--- config.mk ---
export PLATFORM = sky130hd
export DESIGN_NAME = branch_predict_ctrl_flat
export DESIGN_NICKNAME = d
export VERILOG_FILES = /design/src/rtl/branch_predict_ctrl_if.sv /design/src/rtl/branch_predict_ctrl.sv /design/src/flat_wrapper.sv
export SDC_FILE = /design/constraint.sdc
export NUM_CORES = 1
export LEC_CHECK = 0
export CORE_AREA = 2 2 187 170
export DETAILED_ROUTE_END_ITERATION = 16
export DIE_AREA = 0 0 189 172
export PLACE_DENSITY = 0.85
export SYNTH_ARGS = -nofsm -noshare
export SYNTH_HDL_FRONTEND = slang
export SYNTH_SLANG_ARGS = --single-unit
--- constraint.sdc ---
create_clock -name clk_i -period 13.93 [get_ports clk_i]
set_clock_uncertainty 0.15 [all_clocks]
set_input_delay 4.179 -clock clk_i [delete_from_list [all_inputs] [get_ports clk_i]]
set_output_delay 4.179 -clock clk_i [all_outputs]
set_load 0.05 [all_outputs]
--- src/rtl/branch_predict_ctrl_if.sv ---
// Fetch / resolve / redirect bundle between the front end and the branch
// prediction controller. The master side (fetch + execute) drives requests
// and the slave side (branch_predict_ctrl) returns predictions and updates.
interface branch_predict_ctrl_if #(
    parameter int QDEPTH = 4
) ();
    localparam int CNT_W = $clog2(QDEPTH) + 1;

    // fetch side
    logic             fetch_valid;
    logic [31:0]      fetch_pc;
    logic             btb_hit;
    logic [31:0]      btb_bta;
    logic             fetch_ready;
    logic             pred_taken;
    logic [31:0]      next_pc;

    // resolve side
    logic             resolve_valid;
    logic             resolve_is_br;
    logic             resolve_taken;
    logic [31:0]      resolve_target;

    // redirect / BTB install / status
    logic             flush;
    logic [31:0]      redirect_pc;
    logic             btb_wr_en;
    logic [7:0]       btb_wr_pc;
    logic [31:0]      btb_wr_bta;
    logic [CNT_W-1:0] q_count;
    logic             err_underflow;

    modport master (
        output fetch_valid, fetch_pc, btb_hit, btb_bta,
        output resolve_valid, resolve_is_br, resolve_taken, resolve_target,
        input  fetch_ready, pred_taken, next_pc,
        input  flush, redirect_pc, btb_wr_en, btb_wr_pc, btb_wr_bta,
        input  q_count, err_underflow
    );

    modport slave (
        input  fetch_valid, fetch_pc, btb_hit, btb_bta,
        input  resolve_valid, resolve_is_br, resolve_taken, resolve_target,
        output fetch_ready, pred_taken, next_pc,
        output flush, redirect_pc, btb_wr_en, btb_wr_pc, btb_wr_bta,
        output q_count, err_underflow
    );
endinterface

--- src/rtl/branch_predict_ctrl.sv ---
// Branch prediction controller: 2-bit saturating-counter PHT indexed by the
// fetch PC, an in-flight queue of predictions retired in order by execute,
// mispredict detection with a one-cycle registered flush/redirect, and a
// registered BTB install request for taken branches the BTB got wrong.
module branch_predict_ctrl #(
    parameter int QDEPTH   = 4,
    parameter int PHT_BITS = 4
) (
    input logic                  clk_i,
    input logic                  reset_i,
    branch_predict_ctrl_if.slave bus
);
    localparam int PTR_W = (QDEPTH > 1) ? $clog2(QDEPTH) : 1;
    localparam int CNT_W = $clog2(QDEPTH) + 1;
    localparam int PHT_N = 1 << PHT_BITS;

    localparam logic [CNT_W-1:0] CNT_FULL  = CNT_W'(QDEPTH);
    localparam logic [CNT_W-1:0] CNT_ZERO  = {CNT_W{1'b0}};
    localparam logic [CNT_W-1:0] CNT_ONE   = CNT_W'(1);
    localparam logic [PTR_W-1:0] PTR_ZERO  = {PTR_W{1'b0}};
    localparam logic [PTR_W-1:0] PTR_ONE   = PTR_W'(1);
    localparam logic [1:0]       CTR_INIT  = 2'b01;

    // Saturating 2-bit counter step: up on taken, down on not-taken.
    function automatic logic [1:0] sat_step(input logic [1:0] cur, input logic up);
        logic [1:0] nxt;
        if (up) begin
            nxt = (cur == 2'b11) ? 2'b11 : cur + 2'b01;
        end else begin
            nxt = (cur == 2'b00) ? 2'b00 : cur - 2'b01;
        end
        return nxt;
    endfunction

    // ---------------------------------------------------------------
    // State
    // ---------------------------------------------------------------
    logic [31:0]      qpc_q   [QDEPTH];
    logic             qhit_q  [QDEPTH];
    logic             qpred_q [QDEPTH];
    logic [31:0]      qbta_q  [QDEPTH];
    logic [1:0]       pht_q   [PHT_N];

    logic [PTR_W-1:0] head_q;
    logic [PTR_W-1:0] tail_q;
    logic [CNT_W-1:0] count_q;
    logic             flush_q;
    logic [31:0]      redirect_pc_q;
    logic             btb_wr_en_q;
    logic [7:0]       btb_wr_pc_q;
    logic [31:0]      btb_wr_bta_q;
    logic             err_underflow_q;

    // ---------------------------------------------------------------
    // Combinational next-state
    // ---------------------------------------------------------------
    logic               fetch_ready_d;
    logic [PHT_BITS-1:0] fetch_idx_d;
    logic               pred_taken_d;
    logic [31:0]        next_pc_d;
    logic               push_d;
    logic               pop_d;
    logic               underflow_d;
    logic [31:0]        e_pc_d;
    logic               e_hit_d;
    logic               e_pred_d;
    logic [31:0]        e_bta_d;
    logic               mispredict_d;
    logic [31:0]        redirect_pc_d;
    logic               btb_install_d;
    logic               pht_upd_d;
    logic [PHT_BITS-1:0] upd_idx_d;
    logic [1:0]         pht_new_d;
    logic [CNT_W-1:0]   count_d;

    // Fetch-side prediction: reads the PHT before any same-cycle update lands.
    always_comb begin
        fetch_ready_d = (count_q != CNT_FULL) && !flush_q;
        fetch_idx_d   = bus.fetch_pc[PHT_BITS+1:2];
        pred_taken_d  = bus.fetch_valid && bus.btb_hit && pht_q[fetch_idx_d][1];
        if (pred_taken_d) begin
            next_pc_d = bus.btb_bta;
        end else begin
            next_pc_d = bus.fetch_pc + 32'd4;
        end
        push_d = bus.fetch_valid && fetch_ready_d;
    end

    // Resolve-side evaluation of the head entry: mispredict, redirect, BTB install.
    always_comb begin
        pop_d       = bus.resolve_valid && (count_q != CNT_ZERO);
        underflow_d = bus.resolve_valid && (count_q == CNT_ZERO);
        e_pc_d      = qpc_q[head_q];
        e_hit_d     = qhit_q[head_q];
        e_pred_d    = qpred_q[head_q];
        e_bta_d     = qbta_q[head_q];

        mispredict_d = 1'b0;
        if (pop_d) begin
            if (bus.resolve_is_br) begin
                mispredict_d = (bus.resolve_taken != e_pred_d) ||
                               (bus.resolve_taken && e_pred_d &&
                                (bus.resolve_target != e_bta_d));
            end else begin
                mispredict_d = e_pred_d;
            end
        end else begin
            mispredict_d = 1'b0;
        end

        if (bus.resolve_is_br && bus.resolve_taken) begin
            redirect_pc_d = bus.resolve_target;
        end else begin
            redirect_pc_d = e_pc_d + 32'd4;
        end

        btb_install_d = pop_d && bus.resolve_is_br && bus.resolve_taken &&
                        (!e_hit_d || (bus.resolve_target != e_bta_d));

        pht_upd_d = pop_d && bus.resolve_is_br;
        upd_idx_d = e_pc_d[PHT_BITS+1:2];
        pht_new_d = sat_step(pht_q[upd_idx_d], bus.resolve_taken);
    end

    // Occupancy after this cycle's accepted push and pop.
    always_comb begin
        case ({push_d, pop_d})
            2'b10:   count_d = count_q + CNT_ONE;
            2'b01:   count_d = count_q - CNT_ONE;
            default: count_d = count_q;
        endcase
    end

    // ---------------------------------------------------------------
    // Sequential state
    // ---------------------------------------------------------------

    // Queue storage, pointers, PHT and the registered redirect/install outputs.
    always_ff @(posedge clk_i) begin
        if (reset_i) begin
            head_q          <= PTR_ZERO;
            tail_q          <= PTR_ZERO;
            count_q         <= CNT_ZERO;
            flush_q         <= 1'b0;
            redirect_pc_q   <= 32'd0;
            btb_wr_en_q     <= 1'b0;
            btb_wr_pc_q     <= 8'd0;
            btb_wr_bta_q    <= 32'd0;
            err_underflow_q <= 1'b0;
            for (int i = 0; i < QDEPTH; i++) begin
                qpc_q[i]   <= 32'd0;
                qhit_q[i]  <= 1'b0;
                qpred_q[i] <= 1'b0;
                qbta_q[i]  <= 32'd0;
            end
            for (int j = 0; j < PHT_N; j++) begin
                pht_q[j] <= CTR_INIT;
            end
        end else begin
            err_underflow_q <= err_underflow_q | underflow_d;

            // mispredict redirect is a one-cycle pulse; the PC is held otherwise
            flush_q <= mispredict_d;
            if (mispredict_d) begin
                redirect_pc_q <= redirect_pc_d;
            end else begin
                redirect_pc_q <= redirect_pc_q;
            end

            btb_wr_en_q <= btb_install_d;
            if (btb_install_d) begin
                btb_wr_pc_q  <= e_pc_d[7:0];
                btb_wr_bta_q <= bus.resolve_target;
            end else begin
                btb_wr_pc_q  <= btb_wr_pc_q;
                btb_wr_bta_q <= btb_wr_bta_q;
            end

            if (pht_upd_d) begin
                pht_q[upd_idx_d] <= pht_new_d;
            end

            // a mispredict kills everything younger, including this cycle's push
            if (mispredict_d) begin
                head_q  <= PTR_ZERO;
                tail_q  <= PTR_ZERO;
                count_q <= CNT_ZERO;
            end else begin
                if (push_d) begin
                    qpc_q[tail_q]   <= bus.fetch_pc;
                    qhit_q[tail_q]  <= bus.btb_hit;
                    qpred_q[tail_q] <= pred_taken_d;
                    qbta_q[tail_q]  <= bus.btb_bta;
                    tail_q          <= tail_q + PTR_ONE;
                end
                if (pop_d) begin
                    head_q <= head_q + PTR_ONE;
                end
                count_q <= count_d;
            end
        end
    end

    // ---------------------------------------------------------------
    // Outputs
    // ---------------------------------------------------------------
    assign bus.fetch_ready   = fetch_ready_d;
    assign bus.pred_taken    = pred_taken_d;
    assign bus.next_pc       = next_pc_d;
    assign bus.flush         = flush_q;
    assign bus.redirect_pc   = redirect_pc_q;
    assign bus.btb_wr_en     = btb_wr_en_q;
    assign bus.btb_wr_pc     = btb_wr_pc_q;
    assign bus.btb_wr_bta    = btb_wr_bta_q;
    assign bus.q_count       = count_q;
    assign bus.err_underflow = err_underflow_q;

endmodule

--- src/flat_wrapper.sv ---
// flat-port wrapper written by rule: the top's interface ports become plain ports
module branch_predict_ctrl_flat 
#(
    parameter int QDEPTH   = 4,
    parameter int PHT_BITS = 4
)
  (clk_i, reset_i, bus_fetch_valid, bus_fetch_pc, bus_btb_hit, bus_btb_bta, bus_resolve_valid, bus_resolve_is_br, bus_resolve_taken, bus_resolve_target, bus_fetch_ready, bus_pred_taken, bus_next_pc, bus_flush, bus_redirect_pc, bus_btb_wr_en, bus_btb_wr_pc, bus_btb_wr_bta, bus_q_count, bus_err_underflow);
  branch_predict_ctrl_if #(.QDEPTH(QDEPTH)) bus_i ();
  input logic clk_i;
  input logic reset_i;
  input wire logic [$bits(bus_i.fetch_valid)-1:0] bus_fetch_valid;
  input wire logic [$bits(bus_i.fetch_pc)-1:0] bus_fetch_pc;
  input wire logic [$bits(bus_i.btb_hit)-1:0] bus_btb_hit;
  input wire logic [$bits(bus_i.btb_bta)-1:0] bus_btb_bta;
  input wire logic [$bits(bus_i.resolve_valid)-1:0] bus_resolve_valid;
  input wire logic [$bits(bus_i.resolve_is_br)-1:0] bus_resolve_is_br;
  input wire logic [$bits(bus_i.resolve_taken)-1:0] bus_resolve_taken;
  input wire logic [$bits(bus_i.resolve_target)-1:0] bus_resolve_target;
  output wire logic [$bits(bus_i.fetch_ready)-1:0] bus_fetch_ready;
  output wire logic [$bits(bus_i.pred_taken)-1:0] bus_pred_taken;
  output wire logic [$bits(bus_i.next_pc)-1:0] bus_next_pc;
  output wire logic [$bits(bus_i.flush)-1:0] bus_flush;
  output wire logic [$bits(bus_i.redirect_pc)-1:0] bus_redirect_pc;
  output wire logic [$bits(bus_i.btb_wr_en)-1:0] bus_btb_wr_en;
  output wire logic [$bits(bus_i.btb_wr_pc)-1:0] bus_btb_wr_pc;
  output wire logic [$bits(bus_i.btb_wr_bta)-1:0] bus_btb_wr_bta;
  output wire logic [$bits(bus_i.q_count)-1:0] bus_q_count;
  output wire logic [$bits(bus_i.err_underflow)-1:0] bus_err_underflow;
  assign bus_i.fetch_valid = bus_fetch_valid;
  assign bus_i.fetch_pc = bus_fetch_pc;
  assign bus_i.btb_hit = bus_btb_hit;
  assign bus_i.btb_bta = bus_btb_bta;
  assign bus_i.resolve_valid = bus_resolve_valid;
  assign bus_i.resolve_is_br = bus_resolve_is_br;
  assign bus_i.resolve_taken = bus_resolve_taken;
  assign bus_i.resolve_target = bus_resolve_target;
  assign bus_fetch_ready = bus_i.fetch_ready;
  assign bus_pred_taken = bus_i.pred_taken;
  assign bus_next_pc = bus_i.next_pc;
  assign bus_flush = bus_i.flush;
  assign bus_redirect_pc = bus_i.redirect_pc;
  assign bus_btb_wr_en = bus_i.btb_wr_en;
  assign bus_btb_wr_pc = bus_i.btb_wr_pc;
  assign bus_btb_wr_bta = bus_i.btb_wr_bta;
  assign bus_q_count = bus_i.q_count;
  assign bus_err_underflow = bus_i.err_underflow;
  branch_predict_ctrl #(.QDEPTH(QDEPTH), .PHT_BITS(PHT_BITS)) u_core (.clk_i(clk_i), .reset_i(reset_i), .bus(bus_i));
endmodule
# Yosys cells after proc, flatten, opt, wreduce, memory -nomap -nowiden
# Memories as Yosys holds them, arrays and structs flattened. A register that Yosys moved wholly into a read port is not among the register bits.
# Index checks and enable logic that the tools add are counted.
# totals
reg_bits,82
latchBits,0
ram_bits,296
rom_bits,0
input_bits,103
out_inout_bits,112
wordCells,95
n_memories,5
# classes
n_addsub,8
multipliers,0
div,0
n_lt_le_gt_ge,0
n_eq_ne,6
shifts,0
mux,40
bitwise,1
n_reduce_logical,26
# memory_table
name,depth,word_bits,read_ports,rd_clocked_by_memory_dff,wr,line,source
u_core.qbta_q,4,32,1,1,4,branch_predict_ctrl.sv:41,logic [31:0] qbta_q [QDEPTH];
u_core.qpc_q,4,32,1,1,4,branch_predict_ctrl.sv:38,logic [31:0] qpc_q [QDEPTH];
u_core.pht_q,16,2,2,0,16,branch_predict_ctrl.sv:42,logic [1:0] pht_q [PHT_N];
u_core.qhit_q,4,1,1,1,4,branch_predict_ctrl.sv:39,logic qhit_q [QDEPTH];
u_core.qpred_q,4,1,1,1,4,branch_predict_ctrl.sv:40,logic qpred_q [QDEPTH];
# ops
operator,count
$mux W32,4
$add A32 B3 Y32 const B,2
$reduce_or A32 Y1,2
$mux W2,16
$ne A32 B32 Y1,1
$mux W1,18
$logic_and A1 B1 Y1,12
$add A2 B1 Y2 const B,3
$pmux W3 S2,1
$eq A2 B2 Y1 const B,2
$mux W4,1
$reduce_or A2 Y1,2
$add A3 B1 Y3 const B,1
$logic_not A3 Y1,1
$ne A3 B3 Y1 const B,1
$reduce_bool A3 Y1,1
$sub A3 B1 Y3 const B,1
$eq A2 B1 Y1 const B,1
$logic_not A1 Y1,2
$logic_not A2 Y1,1
$logic_or A1 B1 Y1,2
$reduce_bool A2 Y1,1
$reduce_or A1 Y1,2
$sub A2 B1 Y2 const B,1
other kinds (2),2

# Longest topological paths before layout
# Gate-level depths: netlist (run 1).
# depth
depth_word,10
depth_mapped,12
depth_no_buf,11

# Worst setup path after synthesis (run 1)
# Ideal clock, no wire load.
# synth_path
kind,in2out
startpoint,input port bus_fetch_pc[2]
endpoint,output port bus_next_pc[31]
t_arrival_ps,7173
required_time_ps,9601
slack_ps,2428
cell_stages,8
n_path_buf,1
path_cell_list,clkbuf_1 > inv_1 > nor3_1 > nor4b_1 > and3_1 > nand3_1 > xnor2_1 > o21ai_0
# synth_between
elab_chain_len,3
elab_cells_between_ends,4
classes_between,add/sub (1); mux (1); reduce/logical (1); memory (1)
# synth_lines
item,line,source
"start, declared",flat_wrapper.sv:12,input wire logic [$bits(bus_i.fetch_pc)-1:0] bus_fetch_pc;
branches (longest 2 deep; another with $add A32 B3 Y32),-,
$mux W32 *,branch_predict_ctrl.sv:81,if (pred_taken_d) begin
"end, declared",flat_wrapper.sv:21,output wire logic [$bits(bus_i.next_pc)-1:0] bus_next_pc;
# Every way passes the cells marked *.

# Worst setup path in the final report (run 1)
# layout_path
startpoint,input port bus_fetch_pc[2]
endpoint,output port bus_next_pc[26]
# Same word-level chain as after synthesis.

==> results.cfg, run 1 <==
[logic_synthesis]
synth-seq-area-share_pct = 57.3
synth_edf_count = 296
synthDominantCellAreaShare_pct = 48.2
synth.avg_cell_area_um2 = 12.6
synthesis.nets = 1569
synthTopCellsByArea = edfxtp_1 48%, mux4_2 9.2%, dfxtp_1 9.1%
synthArstFlopShare_pct = 0
syn-cell-area_um2 = 18400
synth_cells = 1458
synthFlopType = edfxtp_1
yosysTopAreaCell = edfxtp_1
ys.warnings.count = 0
ys_types = 58
synth_seq_cells = 380

[floorplan]
rows = 61
ios = 215
die_height_um = 172
start_util_pct = 60.2
die_area_um2 = 32500
dieWidth_um = 189
fp.coreArea_um2 = 30600

[worst_hold_path]
min_path_type = reg -> reg

[status]
outcome = completed

[power]
vdd_drop_max_mv = 0.105
p_per_area_nw_per_um2 = 166
power.leakage_nw = 7.54

[global_routing]
grt_pass1_vias = 12500
grt_usage_pct = 30.6
grt_first_pass_wirelength_um = 74900
grt_max_degree = 97
antenna_found_initial = 0
grt-ovfl-total = 0

[clock_tree]
clock_sinks = 380
cts_made_buffers = 39
holdBufCountCts = 0
cts_resized = 0
tritoncts = yes
clkLatencyLatePin_ps = 530
cts.path.max_buffers = 3
clkTransAtPathRegs_ps = 60
cts-root-buf = clkbuf_16
cts_setup_buffers = 0
htreeDepth = 2

[layout]
finalNonFillerCells = 2060
layout-drive-gt1-share_pct = 15.7
area_growth_pct = 19.0
num_antenna_cells = 0
finalNetCount = 1736
final_util_pct = 71.7

[critical_path]
worstPathArrival_ps = 8570
reg2reg_slack_ps = 7830
required_ps = 9600
timing_worst_setup_path_type = in -> out
critPathMaxFanout = 31
cp-start-kind = input port
end_kind = output port

[sta]
clock.fmax_ghz = 0.0775
whs_ps = 313
hold_violations = 0
fin_crit_ps = 12900
drv_slew = 0
max_slew_margin_pct = 24.9
rsz0062_at_grt = false
setup_violations = 0
timing.setup.tns_ps = 0
worst_pin_slew_ps = 1130
period_share_pct = 92.6

[detailed_routing]
antenna_left = 0
avgViaCountPerCell = 6.33
wire_per_inst_um = 24.1
vias = 13000
drt_iter0_markers = 1500
first_pass_iters = 6
drt-total-wl_um = 49600
drc = 0

[place]
dp_cells = 1993
port-buffer-count = 214
gp_congestion = 0.907
hpwlAfterDp_um = 31900

[flow_run]
cap_violations = 0
[synthesized netlist by cell type (2+ instances only)]
master,n
nor3_1,152
and2_1,5
buf_1,3
or2_2,19
nand2b_1,5
edfxtp_1,296
a21oi_2,2
o21ai_0,37
mux4_1,4
nand2_1,75
o21bai_1,3
clkbuf_1,53
nand4_1,21
inv_1,76
buf_6,13
nand3_1,26
or3_1,2
nand3_2,3
nor2_1,155
a22oi_1,4
xnor2_1,82
o31ai_1,3
dfxtp_1,84
o2bb2ai_1,29
nor4_2,2
buf_2,29
buf_4,6
mux2i_1,58
and4_1,2
a21oi_1,12
nor2b_1,3
nor3_2,70
clkinv_1,2
nor4_1,7
xor2_1,12
ha_1,7
mux4_2,75
[layer usage]
layer / vias up / track usage [%] / routed length [µm]
met1: 6284 / 43.7 / 19200
met2: 936 / 45.4 / 22100
li1: 5690 / - / -
met4: 2 / 9.82 / 1510
met3: 120 / 8.87 / 6700
met5: - / 1.54 / 54
[cell type report]
type	instances	area [µm²]
Clock buffer	59	1150
Clock inverter	8	45.0
Fill cell	2000	8670
Inverter	78	294
Multi-Input combinational cell	895	7090
Sequential cell	380	10600
Tap cell	409	512
Timing Repair Buffer	231	2260
[state kept, by name, indices dropped and copies added (netlist names), 2 cells and up, named ones only]
register	cells
u_core.bus.btb_wr_bta	32
u_core.bus.btb_wr_pc	8
u_core.bus.q_count	3
u_core.bus.redirect_pc	32
u_core.head_q	2
u_core.pht_q	32
u_core.qbta_q	128
u_core.qhit_q	4
u_core.qpc_q	128
u_core.qpred_q	4
u_core.tail_q	2
[through the flow]
stage          area [µm²]  total power, mW  setup WS, ps
3_3_place_gp        20700             2.62          1340
2_1_floorplan       18400             2.32          2430
4_1_cts             21900             3.64          1120
3_5_place_dp        20700             2.65          1150
5_1_grt             21900             3.77           787
6_report            21900             3.65          1030
[logic make-up after synthesis]
| family | share of synthesized area (%) |
|---|---|
| buffers and inverters | 4.66 |
| XOR/XNOR | 4.46 |
| AND/OR/NAND/NOR | 16.4 |
| multiplexers | 12.9 |
| AO/OA/AOI/OAI | 3.58 |
| adder cells (fa/ha/maj) | 0.645 |
| flip-flops | 57.3 |
[critical path: stages]
cell,delay [ps]
clkdlybuf4s50_1,730
mux4_2,570
mux4_2,530
nand3_1,620
inv_1,670
o21ai_0,380
clkdlybuf4s50_1,850
[where the power goes]
part	switching, mW	internal [mW]	leakage [nW]
logic	0.778	0.419	3.25
clock network	0.419	0.572	0.587
registers	0.0815	1.38	3.70
total	1.28	2.37	7.54
[layout by cell type (no fill, tap or decap), drive strengths merged, types with 3 or more instances in the layout]
cell type	count
edfxtp	296
nor3	222
clkdlybuf4s50	213
nor2	155
dfxtp	84
xnor2	82
mux4	79
inv	77
nand2	75
clkbuf	59
mux2i	58
o21ai	38
o2bb2ai	29
nand3	29
nand4	21
or2	19
buf	18
a21oi	14
xor2	12
nor4	10
clkinv	8
ha	7
nand2b	5
and2	5
a22oi	4
o21bai	3
o31ai	3
nor2b	3
[final timing paths]
check | to | startpoint | cells after the start
setup / recovery | bus_next_pc[26] | bus_fetch_pc[2] | 7
hold / removal | u_core.bus.redirect_pc[0] | u_core.bus.redirect_pc[0] | 1
setup reg to reg | u_core.qbta_q[1][31] | register | 9
hold reg to reg | u_core.bus.redirect_pc[0] | u_core.bus.redirect_pc[0] | 1
Power figures use the tool's default switching activity.
==> inputs of run 2 (changes only) <==
- GPL_TIMING_DRIVEN: not set -> 0
==> run 2 against run 1 <==
  * Clock-buffer cell count fell by 2
  * Hold slack got worse by 2.4 ps
  * Sequential share of layout area fell by 1.4 points
  * Fmax fell by 4.6%
  * Critical endpoint is now bus_next_pc[31]
  * Final cell count rose by 4.7%
  * Via count rose by 6.3%
  * Sequential power barely moved
  * Combinational power rose by 12%
  * Setup slack got worse by 620 ps
  * Core utilization rose by 2.0 points
  * Register-to-register slack improved by 860 ps
==> results.cfg, run 2 (synthesis gave the netlist of run 1 again) <==
[status]
outcome = completed

[critical_path]
cp-start-kind = input port
slowest_stage = nor4b_1
required_ps = 9600
cpMostUsedCell = clkdlybuf4s50_1
worstPathArrival_ps = 9190
timing_worst_setup_path_type = in -> out
critPathBufInv = 4
crit_start = bus_fetch_pc[2]
critPathMaxFanout = 7
cpLargestDelayFamily = simple AND/OR/NAND/NOR gates
end_kind = output port
max_stage_delay_ps = 1010
cp_cell_sequence = clkdlybuf4s50_1, clkbuf_1, inv_1, nor3_1, nor4b_1, and3_1, nand3_1, xnor2_1, o21ai_0, clkdlybuf4s50_1

[clock_tree]
htreeDepth = 2
clkLatencyLatePin_ps = 540
clock_sinks = 380
clkTransAtPathRegs_ps = 60
cts-root-buf = clkbuf_16
cts.path.max_buffers = 3
cts_made_buffers = 39
tritoncts = yes
cts_setup_buffers = 0
cts_resized = 0
holdBufCountCts = 0

[sta]
max_slew_margin_pct = 10.9
fin_crit_ps = 13520
period_share_pct = 97.0
timing.setup.tns_ps = 0
hold_violations = 0
whs_ps = 311
setup_violations = 0
clock.fmax_ghz = 0.0740
rsz0062_at_grt = false
setup_slack_ps = 413
drv_slew = 0
worst_pin_slew_ps = 1320

[detailed_routing]
wire_per_inst_um = 25.6
drt-total-wl_um = 55200
vias = 13900
drt_iter0_markers = 1817
antenna_left = 0
first_pass_iters = 7
avgViaCountPerCell = 6.42
drc = 0

[place]
place_area_um2 = 21300
port-buffer-count = 213
hpwlAfterDp_um = 39100
dp_slack_ps = 592
dp_cells = 2087
gp_congestion = 0.912

[floorplan]
rows = 61
ios = 215
die_area_um2 = 32500
dieWidth_um = 189
fp.coreArea_um2 = 30600
start_util_pct = 60.2
die_height_um = 172

[worst_hold_path]
hold_start = u_core.bus.redirect_pc[6]
min_path_type = reg -> reg

[layout]
layout_commonest_cell = edfxtp_1
final_area_um2 = 22600
final_cell_mix = 296 x edfxtp_1, 213 x clkdlybuf4s50_1, 155 x nor2_1
area_growth_pct = 22.3
finalNetCount = 1830
fillers = 1897
finalNonFillerCells = 2157
reg_top3 = u_core.qbta_q x128, u_core.qpc_q x128
layout-drive-gt1-share_pct = 17.0
final_util_pct = 73.7
num_antenna_cells = 0

[global_routing]
use_met2_pct = 53.6
grt_max_degree = 48
met1_usage_pct = 44.6
grt-busiest-layer = met2
grt-ovfl-total = 0
grt_pass1_vias = 13600
grt_usage_pct = 33.9
grt_first_pass_wirelength_um = 81400
antenna_found_initial = 1
grtUsageMet3_pct = 10.8

[power]
finalPower_mw = 3.83
vdd_drop_max_mv = 0.0903
power.leakage_nw = 7.86
p_per_area_nw_per_um2 = 170

[flow_run]
cap_violations = 0
-- run 2: changes by cell type in the layout (fill, tap and decap cells not counted), sizes merged --
cell      change
bufinv        +2
clkinv        +2
inv           +2
clkbuf       +51
clkinvlp      -1
buf          +41
-- run 2: area by class of cell --
type	count	area (µm²)	share of cell area (%)
flip-flops and latches	380	10600	46.9
multi-input cells	895	7050	31.3
repair buffers	220	2280	10.1
clock buffers	57	1160	5.14
plain buffers	105	567	2.51
well taps	409	512	2.27
inverters	78	293	1.30
clock inverters	13	121	0.538
-- run 2: worst register-to-register path: cells and delay by family, from the launching register on --
kind / cells / cell delay, ps
buffers and inverters: 5 / 1370
AOI/OAI and AO/OA: 2 / 930
and+or+nand+nor: 3 / 900
muxes: 1 / 590
xor gates and xnor gates: 1 / 490
DFF: 1 / 470
-- run 2: final timing paths --
path | end | slack (ps) | depth (start not counted)
worst max-delay path | bus_next_pc[31] | 410 | 10
worst min-delay path | u_core.bus.redirect_pc[6] | 310 | 1
worst max register to register | u_core.qpc_q[1][1] | 8690 | 12
worst min register to register | u_core.bus.redirect_pc[6] | 310 | 1
-- run 2: per-layer routing --
layer | part of all wire [%] | wire length (µm) | vias to the layer above
li1 | - | - | 5876
met1 | 36 | 19700 | 6668
met5 | 0.024 | 13 | -
met4 | 3.3 | 1840 | 2
met3 | 15 | 8250 | 157
met2 | 46 | 25400 | 1147
-- run 2: power by group --
| group | switching, mW | internal, mW |
|---|---|---|
| clock | 0.440 | 0.617 |
| sequential | 0.0563 | 1.38 |
| combinational | 0.862 | 0.476 |
| total | 1.36 | 2.47 |
==> inputs of run 3 (changes only) <==
- ABC_AREA: not set -> 1
- CAP_MARGIN: not set -> 5
- CORE_AREA: 2 2 187 170 -> 2 2 190 173
- DIE_AREA: 0 0 189 172 -> 0 0 192 175
==> run 3 against run 2 <==
  * Sequential share of layout area fell by 1.1 points
  * Die area rose by 3.4%
  * Total power rose by 5.2%
  * Wire length rose by 23%
  * Setup slack improved by 600 ps
  * Largest cell class unchanged
  * Highest routed layer unchanged
==> results.cfg, run 3 <==
[logic_synthesis]
synthFlopType = edfxtp_1
synthTopCellsByArea = edfxtp_1 47%, nand2_1 13%, dfxtp_1 8.8%
synth-seq-area-share_pct = 55.4
synth_seq_cells = 380
syn-cell-area_um2 = 19100
synth.avg_cell_area_um2 = 8.33
synthMostInstantiatedCell = nand2_1
synthDominantCellAreaShare_pct = 46.6
synthArstFlopShare_pct = 0
synth_cells = 2289
ys.warnings.count = 0
synth_edf_count = 296
synthesis.nets = 2400
synth_common_cells = 657 x nand2_1, 402 x nor2_1, 296 x edfxtp_1
ys_types = 43
yosysTopAreaCell = edfxtp_1

[critical_path]
critPathMaxFanout = 10
cpLargestDelayFamily = buffers and inverters
end_kind = output port
required_ps = 9600
cpMostUsedCell = clkbuf_1
critPathBufInv = 6
cp_cell_sequence = clkdlybuf4s50_1, inv_1, clkbuf_1, a21oi_1, a21oi_1, a211o_1, nand3_1, clkbuf_1, clkbuf_1, nand3_1, o21ai_0, clkdlybuf4s50_1
timing_worst_setup_path_type = in -> out
worstPathArrival_ps = 8590
cp-start-kind = input port
slowest_stage = clkdlybuf4s50_1
max_stage_delay_ps = 830

[floorplan]
start_util_pct = 60.3
die_area_um2 = 33600
ios = 215
dieWidth_um = 192
fp.coreArea_um2 = 31700
rows = 62
die_height_um = 175

[clock_tree]
clkLatencyLatePin_ps = 560
cts-root-buf = clkbuf_16
holdBufCountCts = 0
cts_resized = 0
cts_setup_buffers = 0
clock_sinks = 380
cts.path.max_buffers = 3
clkTransAtPathRegs_ps = 60
htreeDepth = 2
cts_made_buffers = 40
tritoncts = yes

[sta]
rsz0062_at_grt = false
period_share_pct = 92.7
timing.setup.tns_ps = 0
worst_pin_slew_ps = 1000
max_slew_margin_pct = 33.3
clock.fmax_ghz = 0.0774
setup_violations = 0
drv_slew = 0
hold_violations = 0
fin_crit_ps = 12920

[detailed_routing]
drt-total-wl_um = 68100
avgViaCountPerCell = 6.03
drc = 0
first_pass_iters = 6
drt_iter0_markers = 2702
wire_per_inst_um = 22.7
vias = 18100
antenna_left = 0

[power]
vdd_drop_max_mv = 0.106
p_per_area_nw_per_um2 = 174
power.leakage_nw = 9.61

[layout]
final_cell_mix = 654 x nand2_1, 402 x nor2_1, 296 x edfxtp_1
fillers = 2350
layout-drive-gt1-share_pct = 6.98
reg_top3 = u_core.qbta_q x128, u_core.qpc_q x128
finalNetCount = 2659
finalNonFillerCells = 2996
area_growth_pct = 21.2
final_area_um2 = 23100
num_antenna_cells = 0
layout_commonest_cell = nand2_1

[place]
hpwlAfterDp_um = 50200
port-buffer-count = 213
gp_congestion = 0.985
dp_cells = 2922
place_area_um2 = 21800

[worst_hold_path]
min_path_type = reg -> reg

[status]
outcome = completed

[global_routing]
grt_pass1_vias = 16600
grt_first_pass_wirelength_um = 99700
grt_usage_pct = 40.5
antenna_found_initial = 1
grt_max_degree = 52
grt-ovfl-total = 0

[flow_run]
cap_violations = 0
==> run 3: kinds of logic (layout without fill, tap and decap cells) <==
group / after synthesis / count (layout) / share of synthesized area, %
buf+inv: 306 / 597 / 7.52
compound gates: 243 / 243 / 6.69
xor+xnor: 28 / 28 / 1.29
simple gates: 1324 / 1324 / 28.5
fa+ha+maj: 8 / 8 / 0.564
flops: 380 / 380 / 55.4
==> run 3: layer usage <==
metal / up-vias / wire, µm / GRT usage (%)
met5: - / 13 / 0
met4: 2 / 3720 / 19.8
met3: 221 / 10300 / 10.3
met2: 1502 / 29400 / 60.3
met1: 8347 / 24700 / 55.6
li1: 8008 / - / -
==> run 3: final cells by class <==
class                   instances  area (µm²)  share of cell area, %
flip-flops and latches        380       10600                   45.7
plain buffers                 116         718                   3.11
clock buffers                  54        1080                   4.67
well taps                     416         520                   2.25
repair buffers                217        2230                   9.64
multi-input cells            1603        7090                   30.7
clock inverters                20         188                  0.812
inverters                     190         718                   3.11
==> run 3: worst paths after layout <==
path,from,end,slack [ps],cells after the start
setup reg to reg,register,u_core.qpc_q[1][13],9630,17
hold reg to reg,u_core.bus.redirect_pc[18],u_core.bus.redirect_pc[18],300,2
setup / recovery,bus_fetch_pc[2],bus_next_pc[12],1010,12
hold / removal,u_core.bus.redirect_pc[18],u_core.bus.redirect_pc[18],300,2
==> run 3: metrics by stage <==
step | util [%] | hold slack (ps) | total power, mW | setup slack, ps
global placement | 68.6 | 280 | 2.91 | 1090
floorplan | - | 296 | 2.43 | 2910
detailed placement | 69.0 | 283 | 2.94 | 1170
CTS | 73.0 | 298 | 3.97 | 1150
finish | 73.0 | 295 | 4.03 | 1010
global route | 73.0 | 319 | 4.17 | 863
==> run 3: worst reg2reg max path, stage by stage (launching register included) <==
cell and delay, ps:
dfxtp_1 300, buf_2 140, clkbuf_1 510, nand3_1 220, nand3_1 130, nand3_1 80, nor2_1 100, nand2_1 80
nor2_1 340, nand2_1 100, nand2_1 80, nand2_2 120, nand2_4 160, nand4_4 190, buf_4 260, buf_2 240
nand2_4 430, buf_12 310
==> run 3: where the power goes <==
part	switching (mW)	internal (mW)
sequential	0.0679	1.45
combinational	1.06	0.403
clock	0.458	0.589
